--- src/rtl/vending_customer.sv ---
// vending_customer: customer-side model of a vending machine user.
// Holds a purse of nickels, dimes and quarters. On a buy request it tenders
// coins onto the machine's deposit input until at least 25c has been paid.
// Returned coins go back into the purse, and a one-cycle pulse reports
// whether the transaction ended in a vend or a refund.
module vending_customer #(
  parameter int BITS   = 4,
  parameter int INIT5  = 4,
  parameter int INIT10 = 3,
  parameter int INIT25 = 1
) (
  input  logic            clock,
  input  logic            reset,
  input  logic            buy,
  input  logic            enable,
  input  logic [1:0]      change,
  input  logic            beverage,
  output logic [1:0]      deposit,
  output logic            busy,
  output logic            vend_ok,
  output logic            refunded,
  output logic            rejected,
  output logic [BITS-1:0] p5,
  output logic [BITS-1:0] p10,
  output logic [BITS-1:0] p25,
  output logic [BITS-1:0] bev_count
);

  typedef enum logic [1:0] {IDLE, PAY, WAIT} state_t;
  typedef enum logic [1:0] {
    COIN_NONE    = 2'd0,
    COIN_NICKEL  = 2'd1,
    COIN_DIME    = 2'd2,
    COIN_QUARTER = 2'd3
  } coin_t;

  state_t          state, state_n;
  coin_t           dep_q, dep_n, pick;
  logic [3:0]      paid, paid_n, paid_eff, cval, pval;
  logic [BITS+3:0] purse_value;
  logic            vend_n, ref_n, rej_n;
  logic [BITS-1:0] bev_n, p5_n, p10_n, p25_n;
  logic            inc5, inc10, inc25;

  // Counter update: +1 saturating on a returned coin, -1 on a tendered coin.
  function automatic logic [BITS-1:0] upd(input logic [BITS-1:0] p,
                                          input logic inc, input logic dec);
    logic [BITS-1:0] r;
    r = p;
    if (inc && !dec && p != '1) r = p + 1'b1;
    else if (dec && !inc)       r = p - 1'b1;
    return r;
  endfunction

  // Nickel-unit value of a coin code.
  function automatic logic [3:0] coin_val(input logic [1:0] c);
    logic [3:0] v;
    case (c)
      2'd1:    v = 4'd1;
      2'd2:    v = 4'd2;
      2'd3:    v = 4'd5;
      default: v = 4'd0;
    endcase
    return v;
  endfunction

  assign deposit = dep_q;
  assign busy    = (state != IDLE);

  // Purse value, change bookkeeping, coin choice and next-state logic.
  always_comb begin
    purse_value = (BITS+4)'(p5) + ((BITS+4)'(p10) << 1) + (BITS+4)'(p25) * (BITS+4)'(5);
    cval  = coin_val(change);
    inc5  = (change == COIN_NICKEL);
    inc10 = (change == COIN_DIME);
    inc25 = (change == COIN_QUARTER);
    // A coin coming back while paying was refused by the machine, so it no
    // longer counts towards the amount tendered.
    paid_eff = paid;
    if (state == PAY && change != COIN_NONE)
      paid_eff = (paid >= cval) ? paid - cval : 4'd0;

    state_n = state;
    paid_n  = paid;
    dep_n   = COIN_NONE;
    pick    = COIN_NONE;
    vend_n  = 1'b0;
    ref_n   = 1'b0;
    rej_n   = 1'b0;
    bev_n   = bev_count;

    case (state)
      IDLE: begin
        if (buy) begin
          if (purse_value >= (BITS+4)'(5)) begin
            state_n = PAY;
            paid_n  = 4'd0;
          end else begin
            rej_n = 1'b1;
          end
        end
      end
      PAY: begin
        paid_n = paid_eff;
        if (paid_eff >= 4'd5) begin
          state_n = WAIT;
        end else if (enable) begin
          // Choice uses the registered purse: a coin refused this edge is not
          // re-offered until the next one.
          if (p25 != '0 && paid_eff == 4'd0) pick = COIN_QUARTER;
          else if (p10 != '0)                pick = COIN_DIME;
          else if (p5 != '0)                 pick = COIN_NICKEL;
          else if (p25 != '0)                pick = COIN_QUARTER;
          dep_n  = pick;
          paid_n = paid_eff + coin_val(pick);
        end
      end
      WAIT: begin
        if (beverage) begin
          vend_n  = 1'b1;
          bev_n   = (bev_count == '1) ? bev_count : bev_count + 1'b1;
          state_n = IDLE;
        end else if (enable) begin
          ref_n   = 1'b1;
          state_n = IDLE;
        end
      end
      default: state_n = IDLE;
    endcase

    pval  = coin_val(pick);
    p5_n  = upd(p5,  inc5,  pick == COIN_NICKEL);
    p10_n = upd(p10, inc10, pick == COIN_DIME);
    p25_n = upd(p25, inc25, pick == COIN_QUARTER);
  end

  // State, purse and registered outputs.
  always_ff @(posedge clock or posedge reset) begin
    if (reset) begin
      state     <= IDLE;
      paid      <= '0;
      dep_q     <= COIN_NONE;
      vend_ok   <= 1'b0;
      refunded  <= 1'b0;
      rejected  <= 1'b0;
      p5        <= BITS'(INIT5);
      p10       <= BITS'(INIT10);
      p25       <= BITS'(INIT25);
      bev_count <= '0;
    end else begin
      state     <= state_n;
      paid      <= paid_n;
      dep_q     <= dep_n;
      vend_ok   <= vend_n;
      refunded  <= ref_n;
      rejected  <= rej_n;
      p5        <= p5_n;
      p10       <= p10_n;
      p25       <= p25_n;
      bev_count <= bev_n;
    end
  end

endmodule

--- config.mk ---
export PLATFORM = sky130hd
export DESIGN_NAME = vending_customer
export DESIGN_NICKNAME = d
export VERILOG_FILES = /design/src/rtl/vending_customer.sv
export SDC_FILE = /design/constraint.sdc
export NUM_CORES = 1
export LEC_CHECK = 0
export CAP_MARGIN = 5
export CELL_PAD_IN_SITES_DETAIL_PLACEMENT = 0
export CELL_PAD_IN_SITES_GLOBAL_PLACEMENT = 1
export CORE_MARGIN = 1
export CORE_UTILIZATION = 44
export CTS_BUF_LIST = sky130_fd_sc_hd__clkbuf_16
export DETAILED_ROUTE_END_ITERATION = 16
export PLACE_DENSITY = 0.83
export SLEW_MARGIN = 20
export SYNTH_ARGS = -nofsm -noshare
export SYNTH_HDL_FRONTEND = slang
export SYNTH_SLANG_ARGS = --single-unit
--- constraint.sdc ---
create_clock -name clock -period 4.52 [get_ports clock]
set_input_delay 0.678 -clock clock [delete_from_list [all_inputs] [get_ports clock]]
set_output_delay 0.678 -clock clock [all_outputs]
set_load 0.03 [all_outputs]
==> results.md <==
* Hold Crit Class: reg2reg
* Starting Density at between 40% and 50%
* Cell area after layout at between 0.002 and 0.003 sq mm
* Drc violations at 0
* Total track usage at roughly a fifth
* Slowest CP cell: or4_4
* Clock Skew at ~2.6 ps
* Worst slew margin at 35.75%
* Drt first-iter violations at 87
* Startpoint Class: primary input
* Mean post-synth cell area at approximately 9.9 sq um
* CP Max Fanout at 5
* Critical path class: in2reg
* Final ANT Viol Nets at 0
* Detailed-route vias per instance at roughly 5.3
* Post-DP Area at 0.002805 sq mm
* CP required at about 4700 ps
* Area Growth Syn to Fin at 22.95%
* Die ar. at 0.005648 sq mm
* Syn nets at 280
* Max cap viols at 0
* Row count at 26
* Vias in the first global route at around 1800
* Core Box Area at ~0.0051 sq mm
* Gpl congestion at ~0.9
* Top_reg_cell synth: dfrtp_1
* CTS Buf Count at 3
* Count leader, synth: ha_1
* Cells after Synth at about 240
* CTS sink count at 27
* IO buf count at 28
* Cell variety after synth at 55
* Total gr overflow at 0
* Nets@finish at about 320
* Post-CTS setup buffer count at 0
* Root Buffer: clkbuf_16
* Post-synth EDFFs at 0
* Warnings, synthesis at 0
* Max Fclk at 0.2326 GHz
* Ys async rst share at between 90% and 100%
* Final HPWL from detailed placement at roughly 3.8 mm
* Share of the synthesized area in the top cell type at approximately a quarter
* Min Tclk post-route at approximately 4300 ps
* RSZ-0062 raised after global routing: no
* Chip Height at between 70 and 80 um
* Clock Latency Late Sink at 260 ps
* Outcome: finished clean
* Ant diodes at 0
* Largest net degree at the start of global routing at 28
* Layout cells sized above 1 at 14.54%
* Initial DRT Pass Iterations at 4
* Sequential element share of the synthesized area at about 29%
* Dpl cells at between 300 and 400
* Mapped Area at ~0.0024 sq mm
* Critical path cell sequence: clkdlybuf4s50_1 > ha_1 > inv_1 > fa_1 > a21o_1 > and2_1 > and4_1 > or4_4 > or3_4 > nand3_1 > ha_1 > a21o_1 > a21oi_1 > and2_1 > mux2i_1 > xnor2_1
* CTS H-tree depth at 1
* Final wirelength at 4.915 mm
* Endpoints failing hold at 0
* CP Capture Type: flop
* CTS tree: done
* Vias at 1852
* Final setup fails at 0
* Filler instances at slightly below 500
* Actual slew at the worst max-slew pin at ~960 ps
* Synth top area cells: dfrtp_1 24%, ha_1 13%, fa_1 8.5%
* Yosys reg bits at 27
* Hold buffers post-CTS at 0
* Final hold slack at between 500 and 600 ps
* Post-layout util at about 56%
* Tcrit/Tclk final at 95.11%
* Non-Filler Instances at approximately 350
* Chip Width at around 75 um
* Clk slew on worst S/H paths at roughly 70 ps
* WP data arrival at between 4000 and 5000 ps
* Clk buf depth at 2
* Boundary Pins at 29
* Max Slew Vio Count at 0
* Largest area contributor in the netlist: dfrtp_1
* Post-synth top cells: 24 x ha_1, 23 x dfrtp_1, 23 x inv_1
* Crit-path max cell delay at between 500 and 600 ps
* Wire per inst at roughly 14 um
* First-pass GRT wire length at 8.535 mm
* Antenna violations before repair at 0
kinds of logic after synthesis:
group,count (synthesis),synth area share [%]
compound gates,49,14.35
mux,19,9.192
xor+xnor,11,4.091
fa+ha+maj,34,21.25
simple gates,75,18.23
buf+inv,24,3.985
flops,27,28.91
state kept, by name (all words and copies together) (netlist names), 2 cells and up:
signal	count
bev_count	4
p10	4
p25	4
p5	4
paid	4
deposit	2
state	2
worst paths after layout:
path | startpoint | endpoint | slack (ps) | cells after the start
setup / recovery | change[0] | p10[3]$_DFFE_PP0P_ | 220 | 16
hold / removal | bev_count[3]$_DFFE_PP0P_ | bev_count[3]$_DFFE_PP0P_ | 520 | 1
setup reg to reg | paid[0]$_DFFE_PP0P_ | p10[3]$_DFFE_PP0P_ | 680 | 16
hold reg to reg | bev_count[3]$_DFFE_PP0P_ | bev_count[3]$_DFFE_PP0P_ | 520 | 1
max in group asynchronous | reset | deposit[1]$_DFF_PP0_ | 3330 | 2
min in group asynchronous | reset | bev_count[0]$_DFFE_PP0P_ | 790 | 2
through the flow:
step	setup slack (ps)	setup TNS (ps)
after floorplan	253.6	0
after global placement	14.99	0
after detailed placement	-41.19	-41.19
after CTS	217.9	0
after global routing	5.859	0
final	221.0	0
worst max-delay path, delay by kind of cell:
family / cells / cell delay, ps
AND/OR/NAND/NOR: 6 / 1620
adder cells (fa/ha/maj): 3 / 830
buffers and inverters: 2 / 590
AO/OA/AOI/OAI: 3 / 530
XOR/XNOR: 1 / 130
multiplexers: 1 / 70
layout by cell type (no fill, tap or decap), types with 4 or more instances in the layout:
| cell | count |
|---|---|
| nand2b_1 | 6 |
| dfstp_2 | 4 |
| clkdlybuf4s50_1 | 28 |
| mux2i_1 | 10 |
| nand2_1 | 18 |
| nor3_1 | 5 |
| nand3_1 | 5 |
| xnor2_1 | 7 |
| fa_1 | 10 |
| a21oi_1 | 9 |
| buf_4 | 12 |
| a21o_1 | 6 |
| inv_1 | 22 |
| and2_1 | 5 |
| mux2_2 | 6 |
| o21ai_0 | 11 |
| ha_1 | 24 |
| dfrtp_1 | 23 |
| nor2_1 | 9 |
| xor2_1 | 4 |
final cells by class:
| type | instances | area, sq um | share of cell area (%) |
|---|---|---|---|
| clock buffer | 3 | 75.07 | 2.593 |
| timing repair buffer | 40 | 370.4 | 12.79 |
| inverter | 23 | 86.33 | 2.982 |
| sequential | 27 | 680.7 | 23.51 |
| multi-input combinational | 188 | 1587 | 54.80 |
| clock inverter | 1 | 8.758 | 0.3025 |
| tap | 70 | 87.58 | 3.025 |
metal layers:
metal | track usage [%] | wire length, um | vias to the layer above
met5 | 0 | 0 | -
met2 | 34.03 | 2407 | 31
met3 | 2.677 | 147 | 4
met1 | 27.36 | 2325 | 868
met4 | 3.909 | 34 | 0
li1 | - | - | 949
what timing repair did:
item / in CTS / in global routing
resized for setup: 0 / 2
endpoints found under the hold margin: 0 / 0
setup endpoints to repair: 0 / 2
Power is left out: the tool's default activity adds up to more than one toggle a clock period on the data nets, which glitch-free logic cannot reach.
